**src/rtl/inta_sequencer.sv**
```systemverilog
// Interrupt-acknowledge sequencer: picks the highest-priority unmasked request,
// handles the two-pulse INTA handshake, drives the vector byte and maintains the in-service register.
module inta_sequencer (
  input  logic       clk,
  input  logic       rst_n,
  input  logic       INTA,
  input  logic [7:0] irr,
  input  logic [7:0] imr,
  input  logic [4:0] vector_base,
  input  logic       aeoi,
  input  logic       eoi_strobe,
  input  logic       eoi_specific,
  input  logic [2:0] eoi_level,
  output logic       INT,
  output logic [7:0] isr,
  output logic [7:0] irr_highest_bit,
  output logic       reset_irr_bit,
  output logic [1:0] number_of_ack,
  output logic [7:0] data_out,
  output logic       data_out_en
);

  typedef enum logic [1:0] {IDLE = 2'd0, ACK1 = 2'd1, ACK2 = 2'd2} state_t;

  // Returns {found, index} of the lowest-index set bit (IR0 is highest priority).
  function automatic logic [3:0] lowest_set(input logic [7:0] v);
    logic [3:0] r;
    r = 4'h0;
    for (int i = 7; i >= 0; i--) begin
      if (v[i]) r = {1'b1, 3'(i)};
    end
    return r;
  endfunction

  state_t     state_q, state_d;
  logic       s1_q, s2_q, s3_q, s1_d, s2_d, s3_d;
  logic       int_req_q, int_req_d;
  logic [7:0] isr_q, isr_d;
  logic [7:0] hb_q, hb_d;
  logic       rib_q, rib_d;
  logic [1:0] nack_q, nack_d;
  logic [7:0] dout_q, dout_d;
  logic       den_q, den_d;
  logic       spurious_q, spurious_d;
  logic [2:0] level_q, level_d;

  logic       fall_s, rise_s;
  logic [3:0] cand_s, blk_s;
  logic [7:0] isr_eoi_s;
  logic [2:0] eoi_tgt_s;

  assign fall_s = s3_q & ~s2_q;
  assign rise_s = ~s3_q & s2_q;
  assign cand_s = lowest_set(irr & ~imr);
  assign blk_s  = lowest_set(isr_q);

  // Next-state, vector and in-service computation.
  always_comb begin
    s1_d       = INTA;
    s2_d       = s1_q;
    s3_d       = s2_q;
    state_d    = state_q;
    int_req_d  = 1'b0;
    hb_d       = hb_q;
    rib_d      = 1'b0;
    nack_d     = nack_q;
    dout_d     = dout_q;
    den_d      = den_q;
    spurious_d = spurious_q;
    level_d    = level_q;

    // EOI is folded in first so a coincident new in-service bit wins.
    isr_eoi_s = isr_q;
    eoi_tgt_s = eoi_specific ? eoi_level : blk_s[2:0];
    if (eoi_strobe && (eoi_specific || blk_s[3])) begin
      isr_eoi_s[eoi_tgt_s] = 1'b0;
    end else begin
      isr_eoi_s = isr_q;
    end
    isr_d = isr_eoi_s;

    case (state_q)
      IDLE: begin
        int_req_d = cand_s[3] && (!blk_s[3] || (cand_s[2:0] < blk_s[2:0]));
        if (fall_s) begin
          state_d   = ACK1;
          int_req_d = 1'b0;
          nack_d    = 2'd1;
          if (cand_s[3]) begin
            hb_d       = 8'h01 << cand_s[2:0];
            isr_d      = isr_eoi_s | (8'h01 << cand_s[2:0]);
            rib_d      = 1'b1;
            spurious_d = 1'b0;
            level_d    = cand_s[2:0];
          end else begin
            hb_d       = 8'h80;
            spurious_d = 1'b1;
            level_d    = 3'd7;
          end
        end else begin
          state_d = IDLE;
        end
      end
      ACK1: begin
        if (fall_s) begin
          state_d = ACK2;
          nack_d  = 2'd2;
          dout_d  = {vector_base, level_q};
          den_d   = 1'b1;
        end else begin
          state_d = ACK1;
        end
      end
      ACK2: begin
        if (rise_s) begin
          state_d = IDLE;
          nack_d  = 2'd0;
          dout_d  = 8'h00;
          den_d   = 1'b0;
          if (aeoi && !spurious_q) begin
            isr_d[level_q] = 1'b0;
          end else begin
            isr_d = isr_eoi_s;
          end
        end else begin
          state_d = ACK2;
        end
      end
      default: begin
        state_d = IDLE;
        nack_d  = 2'd0;
        dout_d  = 8'h00;
        den_d   = 1'b0;
      end
    endcase
  end

  // State and output registers; reset aborts any sequence in progress.
  always_ff @(posedge clk or negedge rst_n) begin
    if (!rst_n) begin
      state_q    <= IDLE;
      s1_q       <= 1'b1;
      s2_q       <= 1'b1;
      s3_q       <= 1'b1;
      int_req_q  <= 1'b0;
      isr_q      <= 8'h00;
      hb_q       <= 8'h00;
      rib_q      <= 1'b0;
      nack_q     <= 2'd0;
      dout_q     <= 8'h00;
      den_q      <= 1'b0;
      spurious_q <= 1'b0;
      level_q    <= 3'd0;
    end else begin
      state_q    <= state_d;
      s1_q       <= s1_d;
      s2_q       <= s2_d;
      s3_q       <= s3_d;
      int_req_q  <= int_req_d;
      isr_q      <= isr_d;
      hb_q       <= hb_d;
      rib_q      <= rib_d;
      nack_q     <= nack_d;
      dout_q     <= dout_d;
      den_q      <= den_d;
      spurious_q <= spurious_d;
      level_q    <= level_d;
    end
  end

  assign INT             = int_req_q;
  assign isr             = isr_q;
  assign irr_highest_bit = hb_q;
  assign reset_irr_bit   = rib_q;
  assign number_of_ack   = nack_q;
  assign data_out        = dout_q;
  assign data_out_en     = den_q;

endmodule

```
**config.mk**
```make
export PLATFORM = sky130hd
export DESIGN_NAME = inta_sequencer
export DESIGN_NICKNAME = d
export VERILOG_FILES = /design/src/rtl/inta_sequencer.sv
export SDC_FILE = /design/constraint.sdc
export NUM_CORES = 1
export LEC_CHECK = 0
export ABC_CLOCK_PERIOD_IN_PS = 4410
export BUFFER_PORTS_ARGS = -buffer_cell sky130_fd_sc_hd__buf_2
export CAP_MARGIN = 25
export CORE_MARGIN = 5
export CORE_UTILIZATION = 50
export DETAILED_ROUTE_END_ITERATION = 10
export PLACE_DENSITY = 0.86
export SETUP_SLACK_MARGIN = 0.4
export SLEW_MARGIN = 5
export SYNTH_ARGS = -nofsm -noshare
export SYNTH_HDL_FRONTEND = slang
export SYNTH_SLANG_ARGS = --single-unit
```
**constraint.sdc**
```tcl
create_clock -name clk -period 4.41 [get_ports clk]
set_input_delay 0.882 -clock clk [delete_from_list [all_inputs] [get_ports clk]]
set_output_delay 0.882 -clock clk [all_outputs]
set_load 0.005 [all_outputs]
```
==> results.md <==
* Inserted Clock Buffers at 5
* Mapped Avg Cell Area at 9.54 sq um
* Final ANT Viol Nets at 0
* Maximum number of pins on one net before global-route repair at 39
* Antenna diode instance count at 0
* Slew Limit Headroom at a little under half
* GR Overflow Total at 0
* Antenna violations before repair at 0
* Sequential area share after synthesis at around half
* Global routing met2 resource utilization at around 30%
* Outcome: completed
* Die Outline Area at 5110 sq um
* First-pass GRT wire length at between 7 and 8 mm
* Number of buffers on the longest clock path at 2
* Number of library cell types mapped by synthesis at 43
* Cells after synthesis at slightly below 200
* Max cap viols at 0
* Start-to-end type of the worst setup path: in2reg
* Clock skew after layout at slightly above 0.002 ns
* Die height at between 70 and 80 microns
* Area of the core at ~3700 sq um
* Routed WL at 4.51 mm
* # DRC at 0
* Time the final worst path needs with I/O delays and setup at ~2.1 ns
* Met1 routing resource usage after global routing at between 20% and 30%
* Overall die width at approximately 70 microns
* Static Leakage at approximately 1.2 nW
* HPWL Detailed at 3.42 mm
* Synthesis-to-layout area growth at 22.5%
* Number of buffers inserted to repair setup after CTS at 0
* Synthesized netlist net count at 229
* Library cell with the largest summed area after synthesis: sky130_fd_sc_hd__dfrtp_1
* Placement Rows at 22
* Number of nets in the final layout at ~290
* Global-route track usage on met3 at slightly above 5%
* Setup repair after global routing missed its margin: false
* Critical Path Start Type: primary input
* Crit-path max FO at 3
* Clock sink total at 38
* Final hold violation count at 0
* WL per Instance at between 10 and 15 microns
* Peak supply drop at around 0.00028 V
* Number of I/O pins at ~60
* Initial core utilization at between 50% and 60%
* Achievable frequency at between 400 and 500 MHz
* Clock transition at the register clock pins on the worst setup and hold paths after CTS at 0.07 ns
* Slew at the pin closest to its max-slew limit at approximately 0.8 ns
* Layer carrying the most global-route usage: met2
* Area after DPL at about 2200 sq um
* Final std cell area, no fill at around 2300 sq um
* Top area cells in the synthesized netlist: sky130_fd_sc_hd__dfrtp_1 (46%), sky130_fd_sc_hd__nand2_1 (7.5%), sky130_fd_sc_hd__a22o_1 (5.1%)
* Drt via density at approximately 5.5
* H-tree levels at 2
* Number of warnings issued by yosys at 0
* Pre-Repair DR Iteration Count at 4
* Max-slew violation count at 0
* Synthesized cell area at between 1500 and 2000 sq um
* Summed negative setup slack over all endpoints at 0 ns
* Power density over the cells at slightly above 600 nW/um^2
* Number of global-route vias before repair at 1,670
* Final weighted congestion of routability-driven global placement at 0.971
* Number of input and output port buffers inserted at 58
* Number of buffers inserted by hold repair at cts at 0
* Kind of end point of the critical path: flop
* 1st-iter DRT viols at 150
* Share of Yosys cell area claimed by the top area cell type at a little under half
* Seq cells post-synth at 38
* Number of fillers in the final layout at 322
* Arrival time at the worst endpoint at between 2 and 2.5 ns
* Endpoints failing setup at 0
* Clock insertion delay at the later pin of the skew report at roughly 0.29 ns
* Worst Hold Class: reg2reg
* Required time at the endpoint of the critical path at ~4.6 ns
* CTS resizes at 0
* CTS tree: built
* Clock root buffer: sky130_fd_sc_hd__clkbuf_8
* Crit share post-route at ~48%
* Vias after detailed routing at between 1,500 and 2,000
* Total global routing track utilization at ~18%
* Share of cells above drive strength 1 at just over 30%
## cells in the mapped netlist, drive strengths merged
cell type / number
a2111oi: 2
a21bo: 1
a21o: 6
a21oi: 7
a22o: 11
a22oi: 1
a2bb2oi: 1
a32o: 2
and2: 3
buf: 1
clkbuf: 4
dfrtp: 35
dfstp: 3
ha: 1
inv: 5
nand2: 38
nand2b: 7
nand3b: 1
nand4: 2
nor2: 19
nor2b: 10
nor3: 4
nor4: 3
o211ai: 3
o21a: 2
o21ai: 11
o221ai: 1
o22a: 1
o31ai: 4
o32ai: 2
or2: 2
or3: 2
or4: 2
xnor2: 1
## cell families (layout without fill, tap and decap cells)
group	Yosys count	after routing	share of synthesized area, %
DFF	38	38	50.5
xor gates and xnor gates	1	1	0.464
and+or+nand+nor	93	93	23.9
adders and majority gates	1	1	0.662
AOI/OAI and AO/OA	55	55	22.3
buffers and inverters	10	71	2.12
## final cells by class
class                           count  area (sq um)  area share [%]
Inverter                            5          18.8           0.811
Clock inverter                      2          12.5           0.541
Timing Repair Buffer               58           290            12.5
Multi-Input combinational cell    150           895            38.7
Sequential cell                    38           955            41.3
Clock buffer                        6          82.6            3.57
Tap cell                           48          60.1            2.60
## worst max-delay path: stages
cell and delay [ns]:
sky130_fd_sc_hd__buf_2 0.07, sky130_fd_sc_hd__nand2b_1 0.13, sky130_fd_sc_hd__nand2_1 0.08, sky130_fd_sc_hd__nor3_1 0.32, sky130_fd_sc_hd__nor2b_1 0.09, sky130_fd_sc_hd__ha_1 0.18, sky130_fd_sc_hd__a2111oi_0 0.35, sky130_fd_sc_hd__nand2_1 0.10
sky130_fd_sc_hd__nor2_1 0.12
## path summary, 6_finish.rpt
check                      startpoint            endpoint  slack (ns)  depth (start not counted)
max                            imr[4]                 INT        2.30                          9
min                              s1_q                s2_q        0.36                          0
max reg2reg                      s3_q              isr[4]        2.44                          5
min reg2reg                      s1_q                s2_q        0.36                          0
max in group asynchronous       rst_n    number_of_ack[1]        3.23                          1
min in group asynchronous       rst_n  irr_highest_bit[3]        0.67                          1
## report_power, final
part | leakage [nW] | switching, mW | internal, mW
Sequential | 0.486 | 0.136 | 0.476
Combinational | 0.647 | 0.274 | 0.264
Clock | 0.0472 | 0.122 | 0.125
Total | 1.18 | 0.532 | 0.866
## per-layer routing
metal	vias to the layer above	wire length (microns)
li1	824	-
met4	0	89
met2	70	2100
met5	-	0
met3	7	414
met1	795	1900
## registers in the layout (all words and copies together), names as in the netlist
name / count
s2_q: 1
INT: 1
isr: 8
reset_irr_bit: 1
s3_q: 1
state_q: 2
data_out_en: 1
irr_highest_bit: 8
s1_q: 1
data_out: 8
level_q: 3
number_of_ack: 2
spurious_q: 1
## metrics by stage
step / cells / worst slack, ns / hold slack, ns / util [%] / total power, mW
4_1_cts: 307 / 2.32 / 0.358 / 63.2 / 1.40
6_report: 307 / 2.30 / 0.357 / 63.2 / 1.40
3_5_place_dp: 299 / 2.01 / 0.348 / 60.6 / 1.15
3_3_place_gp: 299 / 2.09 / 0.346 / 60.6 / 1.14
2_1_floorplan: 198 / 2.25 / 0.345 / - / 0.940
5_1_grt: 307 / 2.16 / 0.360 / 63.2 / 1.51
## cells in the final DEF (no fill, tap or decap), drive strengths merged, types with 4 or more instances in the layout
cell	n
nor3	4
dfrtp	35
a22o	11
clkbuf	6
inv	5
buf	58
a21o	6
nand2b	7
o21ai	11
a21oi	7
nor2	19
o31ai	4
nand2	38
nor2b	10
No activity file was read; power rests on OpenSTA's default activity.
